===== config.mk =====
export PLATFORM = sky130hd
export DESIGN_NAME = cpu_fetch_flat
export DESIGN_NICKNAME = d
export VERILOG_FILES = /design/src/rtl/cpu_pkg.sv /design/src/rtl/cpu_fetch_if.sv /design/src/rtl/cpu_fetch_skid.sv /design/src/rtl/cpu_fetch.sv /design/src/flat_wrapper.sv
export SDC_FILE = /design/constraint.sdc
export NUM_CORES = 1
export LEC_CHECK = 0
export BUFFER_PORTS_ARGS = -buffer_cell sky130_fd_sc_hd__buf_2
export CORE_UTILIZATION = 35
export DETAILED_ROUTE_END_ITERATION = 10
export SKIP_CTS_REPAIR_TIMING = 1
export SYNTH_ARGS = -nofsm -noshare
export SYNTH_HDL_FRONTEND = slang
export SYNTH_SLANG_ARGS = --single-unit

===== constraint.sdc =====
create_clock -name clk -period 2.2 [get_ports clk]
set_input_delay 0.22 -clock clk [delete_from_list [all_inputs] [get_ports clk]]
set_output_delay 0.22 -clock clk [all_outputs]
set_load 0.05 [all_outputs]

===== src/rtl/cpu_pkg.sv =====
// Shared CPU pipeline definitions: fetch FSM states, the bubble word and opcode constants.
// Latency: n/a (types, constants and a helper function only).
// Backpressure: n/a.
package cpu_pkg;

    typedef enum logic [1:0] {
        FETCH = 2'd0,   // free to issue a request at pc
        WAIT  = 2'd1,   // request granted, response owed
        HOLD  = 2'd2,   // response parked in the skid while downstream is stalled
        FLUSH = 2'd3    // redirected with a response still owed; it will be discarded
    } fetch_state_t;

    // Opcode lives in the top byte of the instruction word.
    localparam int OPC_MSB = 31;
    localparam int OPC_LSB = 24;

    // Opcode classes the stall unit and decode key on. 8'h00 is neither L nor R
    // type, so an all-zero word passes through the stall unit as a harmless bubble.
    localparam logic [7:0] OPC_NOP    = 8'h00;
    localparam logic [7:0] OPC_L_TYPE = 8'h10;
    localparam logic [7:0] OPC_R_TYPE = 8'h20;

    localparam logic [31:0] CPU_NOP_INSTR = 32'h0000_0000;

    function automatic logic [7:0] instr_opcode(input logic [31:0] instr);
        return instr[OPC_MSB:OPC_LSB];
    endfunction

endpackage


===== src/rtl/cpu_fetch_if.sv =====
// Instruction-memory request/response bundle between the fetch stage and imem.
// Latency: n/a (wires only); the memory may grant and respond on any later cycle.
// Backpressure: imem_req is held with a stable imem_addr until imem_gnt; one request outstanding.
// Ports: imem_req/imem_addr (fetch -> mem), imem_gnt/imem_rvalid/imem_rdata (mem -> fetch).
interface cpu_fetch_if #(
    parameter int PC_W = 32
);
    logic            imem_req;
    logic [PC_W-1:0] imem_addr;
    logic            imem_gnt;
    logic            imem_rvalid;
    logic [31:0]     imem_rdata;

    modport master (
        output imem_req,
        output imem_addr,
        input  imem_gnt,
        input  imem_rvalid,
        input  imem_rdata
    );

    modport slave (
        input  imem_req,
        input  imem_addr,
        output imem_gnt,
        output imem_rvalid,
        output imem_rdata
    );
endinterface


===== src/rtl/cpu_fetch_skid.sv =====
// One-entry {instr, pc} buffer holding a fetched word while the fetch output is stalled.
// Latency: load visible on the cycle after load_i; unload/clear empty it the cycle after.
// Backpressure: none internally; the owner loads only when empty and unloads when released.
// Ports: clk/rst, load_i/unload_i/clear_i, instr_i/pc_i in, full_o/instr_o/pc_o out.
module cpu_fetch_skid #(
    parameter int PC_W = 32
) (
    input  logic            clk,
    input  logic            rst,
    input  logic            load_i,
    input  logic            unload_i,
    input  logic            clear_i,
    input  logic [31:0]     instr_i,
    input  logic [PC_W-1:0] pc_i,
    output logic            full_o,
    output logic [31:0]     instr_o,
    output logic [PC_W-1:0] pc_o
);

    logic            full_q;
    logic [31:0]     instr_q;
    logic [PC_W-1:0] pc_q;

    always_ff @(posedge clk) begin
        if (rst) begin
            full_q  <= 1'b0;
            instr_q <= '0;
            pc_q    <= '0;
        end else if (clear_i || unload_i) begin
            full_q <= 1'b0;
        end else if (load_i) begin
            full_q  <= 1'b1;
            instr_q <= instr_i;
            pc_q    <= pc_i;
        end
    end

    assign full_o  = full_q;
    assign instr_o = instr_q;
    assign pc_o    = pc_q;

endmodule


===== src/rtl/cpu_fetch.sv =====
// Instruction-fetch stage: owns the PC, issues single-outstanding imem requests, registers if_*.
// Latency: if_* registered; first valid word 2 cycles after reset with gnt at once and rvalid next cycle.
// Backpressure: rw_stall holds if_*, jb_stall injects bubbles; a response arriving under either parks in the skid.
// Ports: clk/rst; rw_stall, jb_stall, br_taken/br_target in; imem (cpu_fetch_if.master);
//        if_instr/if_pc/if_valid out. Build option CPU_FETCH_PERF_EN adds perf_rw_cycles,
//        perf_jb_bubbles, perf_redirects (32-bit saturating event counters).
module cpu_fetch
    import cpu_pkg::*;
#(
    parameter int              PC_W      = 32,
    parameter logic [PC_W-1:0] RESET_PC  = '0,
    parameter logic [31:0]     NOP_INSTR = CPU_NOP_INSTR
) (
    input  logic            clk,
    input  logic            rst,
    input  logic            rw_stall,
    input  logic            jb_stall,
    input  logic            br_taken,
    input  logic [PC_W-1:0] br_target,
    cpu_fetch_if.master     imem,
    output logic [31:0]     if_instr,
    output logic [PC_W-1:0] if_pc,
    output logic            if_valid
`ifdef CPU_FETCH_PERF_EN
    ,
    output logic [31:0]     perf_rw_cycles,
    output logic [31:0]     perf_jb_bubbles,
    output logic [31:0]     perf_redirects
`endif
);

    localparam logic [PC_W-1:0] PC_INC = PC_W'(4);

    fetch_state_t    state_q, state_d;
    logic [PC_W-1:0] pc_q, pc_d;
    logic [31:0]     out_instr_q, out_instr_d;
    logic [PC_W-1:0] out_pc_q, out_pc_d;
    logic            out_vld_q, out_vld_d;

    logic            skid_load, skid_unload, skid_clear, skid_full;
    logic [31:0]     skid_instr;
    logic [PC_W-1:0] skid_pc;
    logic            stall_any;
    logic            req;

    // Targets are word aligned; the low bits of br_target are ignored.
    logic unused_tgt_lsb;
    assign unused_tgt_lsb = ^br_target[1:0];

    assign stall_any = rw_stall | jb_stall;

    // A redirect also suppresses the request so no grant can be taken for the stale pc.
    assign req = !rst && (state_q == FETCH) && !stall_any && !br_taken;

    assign imem.imem_req  = req;
    assign imem.imem_addr = pc_q;

    cpu_fetch_skid #(.PC_W(PC_W)) u_skid (
        .clk      (clk),
        .rst      (rst),
        .load_i   (skid_load),
        .unload_i (skid_unload),
        .clear_i  (skid_clear),
        .instr_i  (imem.imem_rdata),
        .pc_i     (pc_q),
        .full_o   (skid_full),
        .instr_o  (skid_instr),
        .pc_o     (skid_pc)
    );

    always_comb begin
        state_d     = state_q;
        pc_d        = pc_q;
        out_instr_d = out_instr_q;
        out_pc_d    = out_pc_q;
        out_vld_d   = out_vld_q;
        skid_load   = 1'b0;
        skid_unload = 1'b0;
        skid_clear  = 1'b0;

        if (br_taken) begin
            pc_d        = {br_target[PC_W-1:2], 2'b00};
            out_instr_d = NOP_INSTR;
            out_vld_d   = 1'b0;
            skid_clear  = 1'b1;
            // A response still owed must be swallowed, or it would be taken as the target's word.
            if ((state_q == WAIT || state_q == FLUSH) && !imem.imem_rvalid) begin
                state_d = FLUSH;
            end else begin
                state_d = FETCH;
            end
        end else begin
            // Every cycle not delivering a word is a bubble, unless the output is being held.
            if (!rw_stall) begin
                out_instr_d = NOP_INSTR;
                out_vld_d   = 1'b0;
            end

            case (state_q)
                FETCH: begin
                    if (req && imem.imem_gnt) state_d = WAIT;
                end
                WAIT: begin
                    if (imem.imem_rvalid) begin
                        pc_d = pc_q + PC_INC;
                        if (stall_any) begin
                            skid_load = 1'b1;
                            state_d   = HOLD;
                        end else begin
                            out_instr_d = imem.imem_rdata;
                            out_pc_d    = pc_q;
                            out_vld_d   = 1'b1;
                            state_d     = FETCH;
                        end
                    end
                end
                HOLD: begin
                    if (!stall_any) begin
                        if (skid_full) begin
                            out_instr_d = skid_instr;
                            out_pc_d    = skid_pc;
                            out_vld_d   = 1'b1;
                        end
                        skid_unload = 1'b1;
                        state_d     = FETCH;
                    end
                end
                FLUSH: begin
                    if (imem.imem_rvalid) state_d = FETCH;
                end
                default: state_d = FETCH;
            endcase
        end
    end

    always_ff @(posedge clk) begin
        if (rst) begin
            state_q     <= FETCH;
            pc_q        <= RESET_PC;
            out_instr_q <= NOP_INSTR;
            out_pc_q    <= '0;
            out_vld_q   <= 1'b0;
        end else begin
            state_q     <= state_d;
            pc_q        <= pc_d;
            out_instr_q <= out_instr_d;
            out_pc_q    <= out_pc_d;
            out_vld_q   <= out_vld_d;
        end
    end

    assign if_instr = out_instr_q;
    assign if_pc    = out_pc_q;
    assign if_valid = out_vld_q;

`ifdef CPU_FETCH_PERF_EN
    logic [31:0] perf_rw_q, perf_jb_q, perf_br_q;
    logic        jb_bubble;

    // A jb bubble is only injected when neither a redirect nor a hold overrides it.
    assign jb_bubble = jb_stall && !rw_stall && !br_taken;

    always_ff @(posedge clk) begin
        if (rst) begin
            perf_rw_q <= '0;
            perf_jb_q <= '0;
            perf_br_q <= '0;
        end else begin
            if (rw_stall && (perf_rw_q != '1)) perf_rw_q <= perf_rw_q + 32'd1;
            if (jb_bubble && (perf_jb_q != '1)) perf_jb_q <= perf_jb_q + 32'd1;
            if (br_taken && (perf_br_q != '1)) perf_br_q <= perf_br_q + 32'd1;
        end
    end

    assign perf_rw_cycles  = perf_rw_q;
    assign perf_jb_bubbles = perf_jb_q;
    assign perf_redirects  = perf_br_q;
`endif

endmodule

===== src/flat_wrapper.sv =====
// flat-port wrapper written by rule: the top's interface ports become plain ports
module cpu_fetch_flat import cpu_pkg::*;
#(
    parameter int              PC_W      = 32,
    parameter logic [PC_W-1:0] RESET_PC  = '0,
    parameter logic [31:0]     NOP_INSTR = CPU_NOP_INSTR
)
  (clk, rst, rw_stall, jb_stall, br_taken, br_target, if_instr, if_pc, if_valid, imem_imem_req, imem_imem_addr, imem_imem_gnt, imem_imem_rvalid, imem_imem_rdata);
  cpu_fetch_if #(.PC_W(PC_W)) imem_i ();
  input  logic clk;
  input  logic rst;
  input  logic rw_stall;
  input  logic jb_stall;
  input  logic br_taken;
  input  logic [PC_W-1:0] br_target;
  output logic [31:0] if_instr;
  output logic [PC_W-1:0] if_pc;
  output logic if_valid;
  output wire logic [$bits(imem_i.imem_req)-1:0] imem_imem_req;
  output wire logic [$bits(imem_i.imem_addr)-1:0] imem_imem_addr;
  input wire logic [$bits(imem_i.imem_gnt)-1:0] imem_imem_gnt;
  input wire logic [$bits(imem_i.imem_rvalid)-1:0] imem_imem_rvalid;
  input wire logic [$bits(imem_i.imem_rdata)-1:0] imem_imem_rdata;
  assign imem_imem_req = imem_i.imem_req;
  assign imem_imem_addr = imem_i.imem_addr;
  assign imem_i.imem_gnt = imem_imem_gnt;
  assign imem_i.imem_rvalid = imem_imem_rvalid;
  assign imem_i.imem_rdata = imem_imem_rdata;
  cpu_fetch #(.PC_W(PC_W), .RESET_PC(RESET_PC), .NOP_INSTR(NOP_INSTR)) u_core (.clk(clk), .rst(rst), .rw_stall(rw_stall), .jb_stall(jb_stall), .br_taken(br_taken), .br_target(br_target), .imem(imem_i), .if_instr(if_instr), .if_pc(if_pc), .if_valid(if_valid));
endmodule

; ---- Word-level counts from Yosys, hierarchy flattened
; Cells that the tools add are included.
[word_totals]
ff_bits = 164
inputBits = 71
output_inout_bits = 98
word_cells = 82
[classes]
n_addsub = 1
eq_ne = 11
n_mux = 36
n_bitwise = 3
n_reduce_logical = 22
[ops]
columns = operator, n
row1 = two-way mux 32 bit, 12
row2 = case mux 32 bit (2 select lines), 2
row3 = "adder 32 x 3 -> 32 bit, second input constant", 1
row4 = two-way mux 2 bit, 7
row5 = two-way mux 1 bit, 13
row6 = "!= test 3 bit, second input constant", 4
row7 = "!= test 2 bit, second input constant", 4
row8 = case mux 2 bit (4 select lines), 1
row9 = AND reduction 2 bit, 3
row10 = AND reduction 6 bit, 1
row11 = nonzero test 2 bit, 3
row12 = logical AND 1 bit, 5
row13 = "== test 2 bit, second input constant", 2
row14 = logical NOT 1 bit, 4
row15 = AND reduction 4 bit, 1
row16 = OR reduction 2 bit, 2
row17 = "== test 2 x 1 -> 1 bit, second input constant", 1
row18 = logical NOT 2 bit, 1
row19 = logical OR 1 bit, 2
row20 = NOT 1 bit, 2
row21 = case mux 1 bit (2 select lines), 1
row22 = OR 1 bit, 1

; ---- Longest topological paths before layout
; Gate-level depths: netlist (run 1).
[depth]
depth_word = 8
ltp_mapped = 9
depth_no_buf = 6

; ---- Modules after synthesis
; From an unflattened synthesis (run 1), not the netlist that was laid out.
[unflattened]
hier_cells = 842
hier_area_um2 = 7821.3
[by_module_without_submodules]
columns = mod, n_inst, cells_per_inst, area_each_um2, seq_area_each_um2
row1 = cpu_fetch, 1, 561, 4869.7, 1941.9
row2 = cpu_fetch_skid, 1, 281, 2951.6, 1301.2

; ---- Worst setup path before layout (run 1)
; OpenSTA, ideal clock, no wires.
[synth_path]
path_type = register to register
startpoint = register u_core.pc_q[2] (netlist: u_core.imem.imem_addr[2])
endpoint = register u_core.pc_q[28] (netlist: u_core.imem.imem_addr[28])
setup_time_ns = 0.091
t_arrival_ns = 2.382
required_ns = 2.109
slack_ns = -0.273
stages_incl_launch_ff = 7
n_path_buf = 1
period_less_slack_ns = 2.473
path_cell_list = dfxtp_1 ha_1 nand4_1 or3_4 buf_4 or4_1 a311oi_1
[synth_between]
elab_chain_len = 4
[synth_rtl]
columns = element, line_no
row1 = "start, declared", cpu_fetch.sv:35  ; logic [PC_W-1:0] pc_q, pc_d;
row2 = "start signal, assigned", cpu_fetch.sv:145  ; pc_q <= pc_d;
row3 = adder 32 x 3 -> 32 bit, cpu_fetch.sv:105  ; pc_d = pc_q + PC_INC;
row4 = two-way mux 32 bit, cpu_fetch.sv:104  ; if (imem.imem_rvalid) begin
row5 = two-way mux 32 bit, cpu_fetch.sv:99  ; case (state_q)
row6 = two-way mux 32 bit, cpu_fetch.sv:81  ; if (br_taken) begin
; Every way passes these cells. The select of a mux whose other input is x is not followed.
; A chain may end at the register's enable or synchronous reset.

; ---- Worst setup path after layout (run 1)
[layout_path]
startpoint = register u_core.state_q[1]
endpoint = register u_core.pc_q[22] (netlist: u_core.imem.imem_addr[22])
[layout_between]
elab_chain_len = 3
[layout_rtl]
columns = element, line_no
row1 = "start, declared", cpu_fetch.sv:34  ; fetch_state_t state_q, state_d;
row2 = "start signal, assigned", cpu_fetch.sv:144  ; state_q <= state_d;
row3 = == test 2 x 1 -> 1 bit, cpu_fetch.sv:99
row4 = nonzero test 2 bit (no source line), -
row5 = AND reduction 2 bit (no source line), -
; Every way passes these cells.

==> results.yml, run 1 <==
routing:
  viasPerCell: 5.13
  via_count: 6429
  wire_per_inst_um: 15.7
  dr.pass1.iters: 5
  routed_wl_um: 19700
  first_iter_violations: 417
  ant_nets: 0
  drc: 0
yosys:
  avgSynthCellArea_um2: 8.36
  ys_seq_elements: 158
  ys_warn_count: 0
  yosysSeqAreaShare_pct: 45.4
  synthDistinctLibCells: 45
  async_flop_share_pct: 0
  synth_edf_count: 0
  synth_area_mm2: 0.00697
  syn_inst: 834
  synth-main-ff-cell: "dfxtp_1"
floorplanning:
  floorplan.die_area_mm2: 0.0205
  io_pins: 169
  initial_utilization_pct: 35.8
  die_h_um: 143
  die_w_um: 143
  rows: 51
  design.core.area_mm2: 0.0195
finish:
  final_cell_area_mm2: 0.00881
  final_nets: 1050
  multi_input_area_mm2: 0.00347
  layout-drive-gt1-share_pct: 27.1
  fin_util_pct: 45.3
  fillerInstances: 1975
  synthToLayoutAreaGrowth_pct: 26.4
  regArea_mm2: 0.00319
  stdcell_count: 1253
power:
  vdd_drop_max_mv: 0.513
  p_leak_nw: 3.25
  p_comb_share_pct: 8.7
  power.share.switching_pct: 25.2
  power_frac_seq_pct: 45.6
  p_switching_mw: 1.65
  p_per_area_mw_per_mm2: 743
  p_int_mw: 4.89
  power.share.clock_pct: 45.8
sta:
  drv_slew: 0
  worstMarginPinSlew_ns: 0.568
  period_share_pct: 93.8
  setup_viol: 0
  finClkSkew_ns: 0.0171
  slew_headroom_pct: 62.1
  fin_crit_ns: 2.06
  fmaxAchievable_mhz: 484
  final_hold_viol_count: 0
min_path:
  hp-class: "in -> reg"
  hold_start: "br_target[2]"
  holdPathEnd: "u_core.imem.imem_addr[2]"
  whs_path_depth: 3
worst_setup_path:
  crit_arrival_ns: 2.39
  rrSetupSlack_ns: 0.14
  crit_type: "reg -> reg"
  crit_chain: "inv_1, ha_2, nand4_1, or3_4, or4_1, a311oi_1"
  cp-end-kind: "flop"
  cp_max_fo: 13
  crit_buf_inv: 1
  r2r-start: "u_core.state_q[1]"
  slowest_stage: "or4_1"
  r2r-end: "u_core.imem.imem_addr[22]"
  cp-startpoint: "u_core.state_q[1]"
  required_ns: 2.53
  cp_top_family: "simple AND/OR/NAND/NOR gates"
  slowest_delay_ns: 0.49
  cp-start-kind: "flop"
  r2r_cells: 6
global_route:
  grt_pass1_vias: 5831
  grt_max_degree: 61
  grt_pass1_wl_um: 31000
  gr-total-overflow: 0
  grt_antenna_before_repair: 3
  grt_use_total_pct: 19.4
clock_tree:
  cts_buffer_depth: 2
  cts_tree: "done"
  numCtsBuffers: 17
  root_buffer: "clkbuf_16"
  clkSinkCount: 158
  clkTransAtPathRegs_ns: 0.06
  insertion_delay_ns: 0.43
  h-tree-depth: 4
outcome:
  outcome: "finished clean"
placed_design:
  io_buffers: 162
  gp_congestion: 0.781
  dp_hpwl_um: 12700
  placed_area_mm2: 0.00820
  place_inst: 1219
flow_run:
  max_cap_viol_count: 0
==> cell families after synthesis <==
family	after synthesis	share of synthesized area (%)
AOI/OAI and AO/OA	213	21.2
xor gates and xnor gates	9	1.13
adders and majority gates	6	1.08
buffers and inverters	93	6.16
DFF	158	45.4
muxes	31	4.45
other	1	0.0538
and+or+nand+nor	323	20.6
==> layer usage <==
| metal | track usage (%) | wire length [um] | vias up |
|---|---|---|---|
| met4 | 6.79 | 299 | 2 |
| met5 | 0 | 11 | - |
| met3 | 4.23 | 845 | 20 |
| met1 | 25.8 | 9280 | 3025 |
| li1 | - | - | 3235 |
| met2 | 30.9 | 9260 | 147 |
==> sequential cells by signal, indices dropped and copies added, names as in the netlist <==
| signal | cells |
|---|---|
| u_core.imem.imem_addr | 30 |
| u_core.if_pc | 30 |
| u_core.u_skid.instr_o | 32 |
| u_core.u_skid.full_o | 1 |
| u_core.state_q | 2 |
| u_core.if_valid | 1 |
| u_core.if_instr | 32 |
| u_core.u_skid.pc_o | 30 |
==> cell type report <==
cell class / count / share of cell area, %
clock buffer: 21 / 5.11
clock inverter: 11 / 1.61
tap: 265 / 3.76
timing repair buffer: 197 / 13.2
sequential: 158 / 36.3
multi-input combinational: 586 / 39.4
inverter: 13 / 0.554
antenna: 2 / 0.0568
==> worst reg2reg max path, cell delays in order (launching register included) <==
cell	delay, ns
dfxtp_1	0.33
inv_1	0.08
ha_2	0.21
nand4_1	0.12
or3_4	0.47
or4_1	0.49
a311oi_1	0.26
==> power groups by stage <==
stage               logic (mW)  clock network, mW  registers (mW)
floorplan                0.238                  0            3.16
global placement         0.567                  0            3.04
detailed placement       0.568                  0            3.04
CTS                      0.571               3.06            2.98
global route             0.610               3.19            2.99
finish                   0.568               2.99            2.98
==> worst max path at each step <==
stage	depth (start not counted)	endpoint
3_5_place_dp	6	u_core.imem.imem_addr[21]
3_3_place_gp	6	u_core.imem.imem_addr[23]
2_1_floorplan	6	u_core.imem.imem_addr[28]
6_report	6	u_core.imem.imem_addr[22]
4_1_cts	6	u_core.imem.imem_addr[21]
5_1_grt	6	u_core.imem.imem_addr[23]
==> Yosys cell counts, types with 2 or more instances <==
| master | number | area share [%] |
|---|---|---|
| o31ai_1 | 4 | 0.43 |
| nand4b_1 | 2 | 0.25 |
| buf_2 | 4 | 0.29 |
| a22oi_1 | 33 | 3.6 |
| nor4bb_1 | 2 | 0.29 |
| nand4_1 | 8 | 0.72 |
| nand3_1 | 12 | 0.86 |
| inv_1 | 13 | 0.70 |
| or2_2 | 3 | 0.27 |
| or4_1 | 8 | 0.86 |
| a21oi_1 | 66 | 4.7 |
| nor4_1 | 9 | 0.81 |
| and3_1 | 3 | 0.27 |
| ha_1 | 6 | 1.1 |
| a2111oi_1 | 2 | 0.29 |
| or3_1 | 11 | 0.99 |
| nor2b_1 | 2 | 0.18 |
| a211oi_1 | 40 | 4.3 |
| and4_1 | 3 | 0.38 |
| nand2_1 | 148 | 8.0 |
| a2111oi_0 | 3 | 0.38 |
| buf_4 | 6 | 0.65 |
| xnor2_1 | 8 | 1.0 |
| mux2i_1 | 31 | 4.5 |
| o21ai_0 | 14 | 1.0 |
| a22o_1 | 32 | 4.0 |
| nor3_1 | 8 | 0.57 |
| and4_2 | 2 | 0.29 |
| a311oi_1 | 14 | 1.8 |
| dfxtp_1 | 158 | 45 |
| buf_6 | 5 | 0.81 |
| nor2_1 | 98 | 5.3 |
| clkbuf_1 | 63 | 3.4 |
| a221oi_1 | 2 | 0.25 |
==> cells in the final DEF (no fill, tap or decap), drive strengths merged <==
cell and n:
a311oi 14, a211oi 40, clkinvlp 3, nand3 13
nand2 148, and3 3, nor2b 2, a221oi 2
or3 12, nand4 9, ha 6, dfxtp 158
a32oi 1, a22o 32, xor2 1, a2111oi 6
o31ai 4, diode 2, nor4 9, clkinv 5
or2 3, nor3 8, or4 8, a22oi 33
buf 197, bufinv 3, nand4b 2, inv 13
nor4bb 2, nor3b 1, xnor2 8, clkbuf 21
mux2i 31, a21oi 66, conb 4, and4 5
a21boi 1, o21ai 14, nor2 98
==> stage by stage <==
stage                     worst slack (ns)  setup TNS, ns  total power [mW]  hold slack [ns]
final                                0.136              0              6.54           0.0324
after global routing              -0.00225       -0.00225              6.79           0.0361
after CTS                           0.0268              0              6.61           0.0170
after detailed placement            0.0609              0              3.61            0.440
after global placement               0.107              0              3.61            0.437
after floorplan                    -0.0238        -0.0238              3.40            0.356
Note: power is estimated with default switching activity, not from simulation.
==> inputs of run 2 (changes only) <==
ABC_AREA = 1   (was default)
==> run 2 against run 1 <==
  * Area after synthesis up 5.5%
  * Combinational power grew 48%
  * Global-route usage increased by 1.5 points
  * Sequential power increased by 3%
  * Routed wire length up 11%
  * Total power up 4.0%
==> results.yml, run 2 <==
sta:
  finClkSkew_ns: 0.00986
  rsz0062_at_grt: "false"
  holdWs_ns: 0.0397
  drv_slew: 0
  period_share_pct: 87.5
  worstMarginPinSlew_ns: 0.636
  setup_viol: 0
  slew_headroom_pct: 57.6
  final_hold_viol_count: 0
  fin_crit_ns: 1.93
  fin_ws_ns: 0.275
  fmaxAchievable_mhz: 519
  finalSetupTns_ns: 0
worst_setup_path:
  crit_buf_inv: 3
  crit_arrival_ns: 2.29
  cp-end-kind: "flop"
  crit_chain: "inv_1, ha_1, nand2_2, nor2_4, inv_2, nor2_4, buf_12, o21ai_0, a21oi_2"
  cp_max_fo: 32
  cp_top_family: "simple AND/OR/NAND/NOR gates"
  crit_type: "reg -> reg"
  slowest_delay_ns: 0.34
  cp-start-kind: "flop"
  required_ns: 2.56
  cpMostUsedCell: "nor2_4"
  slowest_stage: "dfxtp_1"
yosys:
  synthTopCellsByCount: "282 x nand2_1, 158 x dfxtp_1, 122 x o21ai_1"
  yosys-top-cells-area: "dfxtp_1 43%, nand2_1 14%, o21ai_1 8.3%"
  synth_top_area_cell: "dfxtp_1"
  yosys.area.top_type_share_pct: 43.0
  async_flop_share_pct: 0
  yosysMostFrequentCell: "nand2_1"
  syn_inst: 1040
  ys_seq_elements: 158
  synth_edf_count: 0
  yosysSeqAreaShare_pct: 43.0
  synth_area_mm2: 0.00735
  synthDistinctLibCells: 36
  synth-main-ff-cell: "dfxtp_1"
  ys_warn_count: 0
  avgSynthCellArea_um2: 7.07
clock_tree:
  numCtsBuffers: 17
  root_buffer: "clkbuf_16"
  clkTransAtPathRegs_ns: 0.07
  h-tree-depth: 4
  clkSinkCount: 158
  insertion_delay_ns: 0.43
  cts_tree: "done"
  cts_buffer_depth: 2
floorplanning:
  design.core.area_mm2: 0.0204
  rows: 52
  floorplan.die_area_mm2: 0.0216
  initial_utilization_pct: 36.0
  die_h_um: 147
  io_pins: 169
  die_w_um: 147
finish:
  synthToLayoutAreaGrowth_pct: 21.8
  fillerInstances: 2197
  most-common-layout-cells: "282 x nand2_1, 162 x buf_2, 158 x dfxtp_1"
  final_nets: 1255
  stdcell_count: 1462
  final_common_cell: "nand2_1"
  fin_util_pct: 43.8
  regArea_mm2: 0.00316
  layout-drive-gt1-share_pct: 21.2
  multi_input_area_mm2: 0.00345
routing:
  ant_nets: 0
  via_count: 7077
  wire_per_inst_um: 14.9
  routed_wl_um: 21800
  first_iter_violations: 332
  viasPerCell: 4.84
  drc: 0
  dr.pass1.iters: 5
global_route:
  grt_pass1_vias: 6770
  grt_use_total_pct: 20.9
  gr-total-overflow: 0
  grt_pass1_wl_um: 35800
  grt_antenna_before_repair: 1
  grt_max_degree: 61
power:
  p_per_area_mw_per_mm2: 760
  p_leak_nw: 3.75
  vdd_drop_max_mv: 0.475
min_path:
  hp-class: "in -> reg"
placed_design:
  place_inst: 1429
  pre_cts_ws_ns: 0.292
  io_buffers: 162
  gp_congestion: 0.883
  dp_hpwl_um: 15000
flow_run:
  max_cap_viol_count: 0
outcome:
  outcome: "finished clean"
## run 2: cell types whose count changed after synthesis, moves of 15 or more
cell and delta:
a211oi_1 -39, a21oi_1 +36, a22o_1 -32, a22oi_1 -32, a31oi_1 +39, buf_2 +15
clkbuf_1 -38, inv_1 +72, mux2i_1 -31, nand2_1 +134, nand3_1 +20, nor2_1 -49
o21ai_0 +18, o21ai_1 +122
## run 2: layer usage
layer / up-vias / part of all wire, % / GRT usage (%)
met3: 16 / 4.5 / 3.73
met5: - / 0 / 0
met1: 3204 / 50 / 29.4
met4: 0 / 0.98 / 5.77
li1: 3689 / - / -
met2: 168 / 45 / 32.8
## run 2: cells by family (layout without fill, tap and decap cells)
kind of cell / after synthesis / after routing / synth area share (%)
xor gates and xnor gates: 9 / 9 / 1.07
other: 1 / 5 / 0.0510
buffers and inverters: 163 / 311 / 10.3
AOI/OAI and AO/OA: 310 / 310 / 22.5
and+or+nand+nor: 393 / 393 / 22.0
adders and majority gates: 6 / 6 / 1.02
DFF: 158 / 158 / 43.0
## run 2: final timing paths
| check | start | to | slack [ns] | cells past startpoint |
|---|---|---|---|---|
| max | u_core.state_q[1] | u_core.u_skid.instr_o[13] | 0.27 | 9 |
| min | imem_imem_rdata[10] | u_core.u_skid.instr_o[10] | 0.04 | 3 |
| max reg2reg | u_core.state_q[1] | u_core.u_skid.instr_o[13] | 0.27 | 9 |
| min reg2reg | u_core.if_instr[23] | u_core.if_instr[23] | 0.46 | 2 |
## run 2: worst register-to-register path, stage by stage, from the launching register on
cell,delay (ns)
dfxtp_1,0.34
inv_1,0.10
ha_1,0.25
nand2_2,0.16
nor2_4,0.13
inv_2,0.06
nor2_4,0.33
buf_12,0.25
o21ai_0,0.14
a21oi_2,0.13
## run 2: stage by stage
stage,power [mW],area (um^2)
2_1_floorplan,3.69,7360
3_3_place_gp,3.96,8370
3_5_place_dp,3.97,8370
4_1_cts,6.88,8950
5_1_grt,7.09,8950
6_report,6.80,8950
## run 2: final cells by class
cell class / count / area share, %
inverter: 95 / 4.04
multi-input combinational: 722 / 38.5
clock inverter: 15 / 1.71
antenna: 1 / 0.0280
timing repair buffer: 184 / 11.9
clock buffer: 17 / 4.75
tap: 270 / 3.77
sequential: 158 / 35.3
## run 2: where the power goes
part	leakage [nW]	total, mW	internal, mW	switching, mW
Sequential	1.28	3.06	2.96	0.105
Clock	0.276	2.90	1.59	1.31
Combinational	2.19	0.838	0.241	0.597
Total	3.75	6.80	4.79	2.01
==> inputs of run 3 (changes only) <==
CORE_MARGIN = 5   (was default)
==> run 3 against run 2 <==
  * Global-route usage down 2.6 points
  * Maximum frequency grew 3.1%
  * Sequential power hardly changed
  * Utilization is 0.85 points lower
  * Cell count unchanged
  * Worst setup slack improved by 0.058 ns
  * Register-to-register slack better by 0.06 ns
  * Via count increased by 0.44%
  * Non-clock buffer count decreased by 3
  * Sequential cell count is the same
  * Critical path depth unchanged
==> results.yml, run 3 (same netlist as run 2, synthesis figures left out) <==
clock_tree:
  cts_buffer_depth: 2
  clkSinkCount: 158
  insertion_delay_ns: 0.42
  numCtsBuffers: 17
  cts_tree: "done"
  clkTransAtPathRegs_ns: 0.07
  root_buffer: "clkbuf_16"
  h-tree-depth: 4
worst_setup_path:
  r2r-start: "u_core.state_q[1]"
  cp-startpoint: "u_core.state_q[1]"
  cp-start-kind: "flop"
  cp_max_fo: 101
  crit_arrival_ns: 2.23
  required_ns: 2.56
  cp-end-kind: "flop"
  crit_type: "reg -> reg"
finish:
  final_common_cell: "nand2_1"
  final_cell_area_mm2: 0.00895
  final_nets: 1252
  synthToLayoutAreaGrowth_pct: 21.7
  fin_util_pct: 43.0
  layout-drive-gt1-share_pct: 20.8
  stdcell_count: 1462
  antenna-diode-count: 0
  most-common-layout-cells: "282 x nand2_1, 162 x buf_2, 158 x dfxtp_1"
power:
  vdd_drop_max_mv: 0.457
  power.share.switching_pct: 27.6
  p_per_area_mw_per_mm2: 787
  p_leak_nw: 3.74
  totalPowerFinal_mw: 7.04
  power_frac_seq_pct: 43.5
  p_int_mw: 5.10
  power.share.clock_pct: 44.7
  p_comb_share_pct: 11.8
  p_switching_mw: 1.94
placed_design:
  dp_hpwl_um: 15700
  gp_congestion: 0.921
  pre_cts_ws_ns: 0.334
  place_inst: 1431
  placed_area_mm2: 0.00833
  io_buffers: 162
floorplanning:
  die_h_um: 155
  rows: 53
  io_pins: 169
  die_w_um: 155
  initial_utilization_pct: 35.3
  floorplan.die_area_mm2: 0.0240
  design.core.area_mm2: 0.0208
global_route:
  grt_use_total_pct: 18.3
  gr-total-overflow: 0
  grt_max_degree: 102
  grt_antenna_before_repair: 1
  grt_pass1_wl_um: 35200
  grt_pass1_vias: 6448
sta:
  period_share_pct: 84.9
  fmaxAchievable_mhz: 535
  drv_slew: 0
  rsz0062_at_grt: "false"
  setup_viol: 0
  finalSetupTns_ns: 0
  finClkSkew_ns: 0.0112
  fin_ws_ns: 0.333
  holdWs_ns: 0.0475
  fin_crit_ns: 1.87
  final_hold_viol_count: 0
outcome:
  outcome: "finished clean"
routing:
  dr.pass1.iters: 5
  via_count: 7108
  ant_nets: 0
  viasPerCell: 4.86
  wire_per_inst_um: 15.4
  first_iter_violations: 377
  routed_wl_um: 22600
  drc: 0
min_path:
  hold_start: "imem_imem_rdata[13]"
  hp-class: "in -> reg"
flow_run:
  max_cap_viol_count: 0
## run 3: changes by cell type in the layout (fill, tap and decap cells not counted)
cell	change
buf_12	-2
inv_8	-3
bufinv_16	+3
clkinv_4	-2
diode_2	-1
buf_4	-1
clkbuf_1	+2
clkinvlp_4	-1
## run 3: power by group through the flow
| stage | combinational (mW) | sequential (mW) | clock, mW |
|---|---|---|---|
| final | 0.834 | 3.06 | 3.15 |
| after global routing | 0.916 | 3.08 | 3.34 |
| after CTS | 0.842 | 3.06 | 3.21 |
| after detailed placement | 0.838 | 3.12 | 0 |
| after global placement | 0.829 | 3.12 | 0 |
| after floorplan | 0.427 | 3.26 | 0 |
## run 3: area by class of cell
cell class                 instances  area, um^2
sequential                       158        3160
fill                            2244       11900
timing repair buffer             181        1020
tap                              275         344
multi-input combinational        722        3450
clock buffer                      19         433
inverter                          95         362
clock inverter                    12         184
## run 3: worst max-delay path, cell delays in order (launching register included)
cell and delay [ns]:
dfxtp_1 0.34, inv_1 0.11, ha_1 0.23, nand2_2 0.14
nor2_4 0.12, inv_2 0.06, nor2_4 0.11, buf_12 0.37
o21ai_0 0.17, a21oi_2 0.12
## run 3: metal layers
metal,vias up,GRT usage [%],wire length [um]
met5,-,0,13
met4,2,5.09,312
met2,163,27.7,10100
met3,24,3.42,1070
met1,3222,26.6,11100
li1,3697,-,-
## run 3: final timing paths
path         slack (ns)                   endpoint  cells after the start
max                0.33  u_core.u_skid.instr_o[16]                      9
min                0.05  u_core.u_skid.instr_o[13]                      3
max reg2reg        0.33  u_core.u_skid.instr_o[16]                      9
min reg2reg        0.46        u_core.if_instr[29]                      2
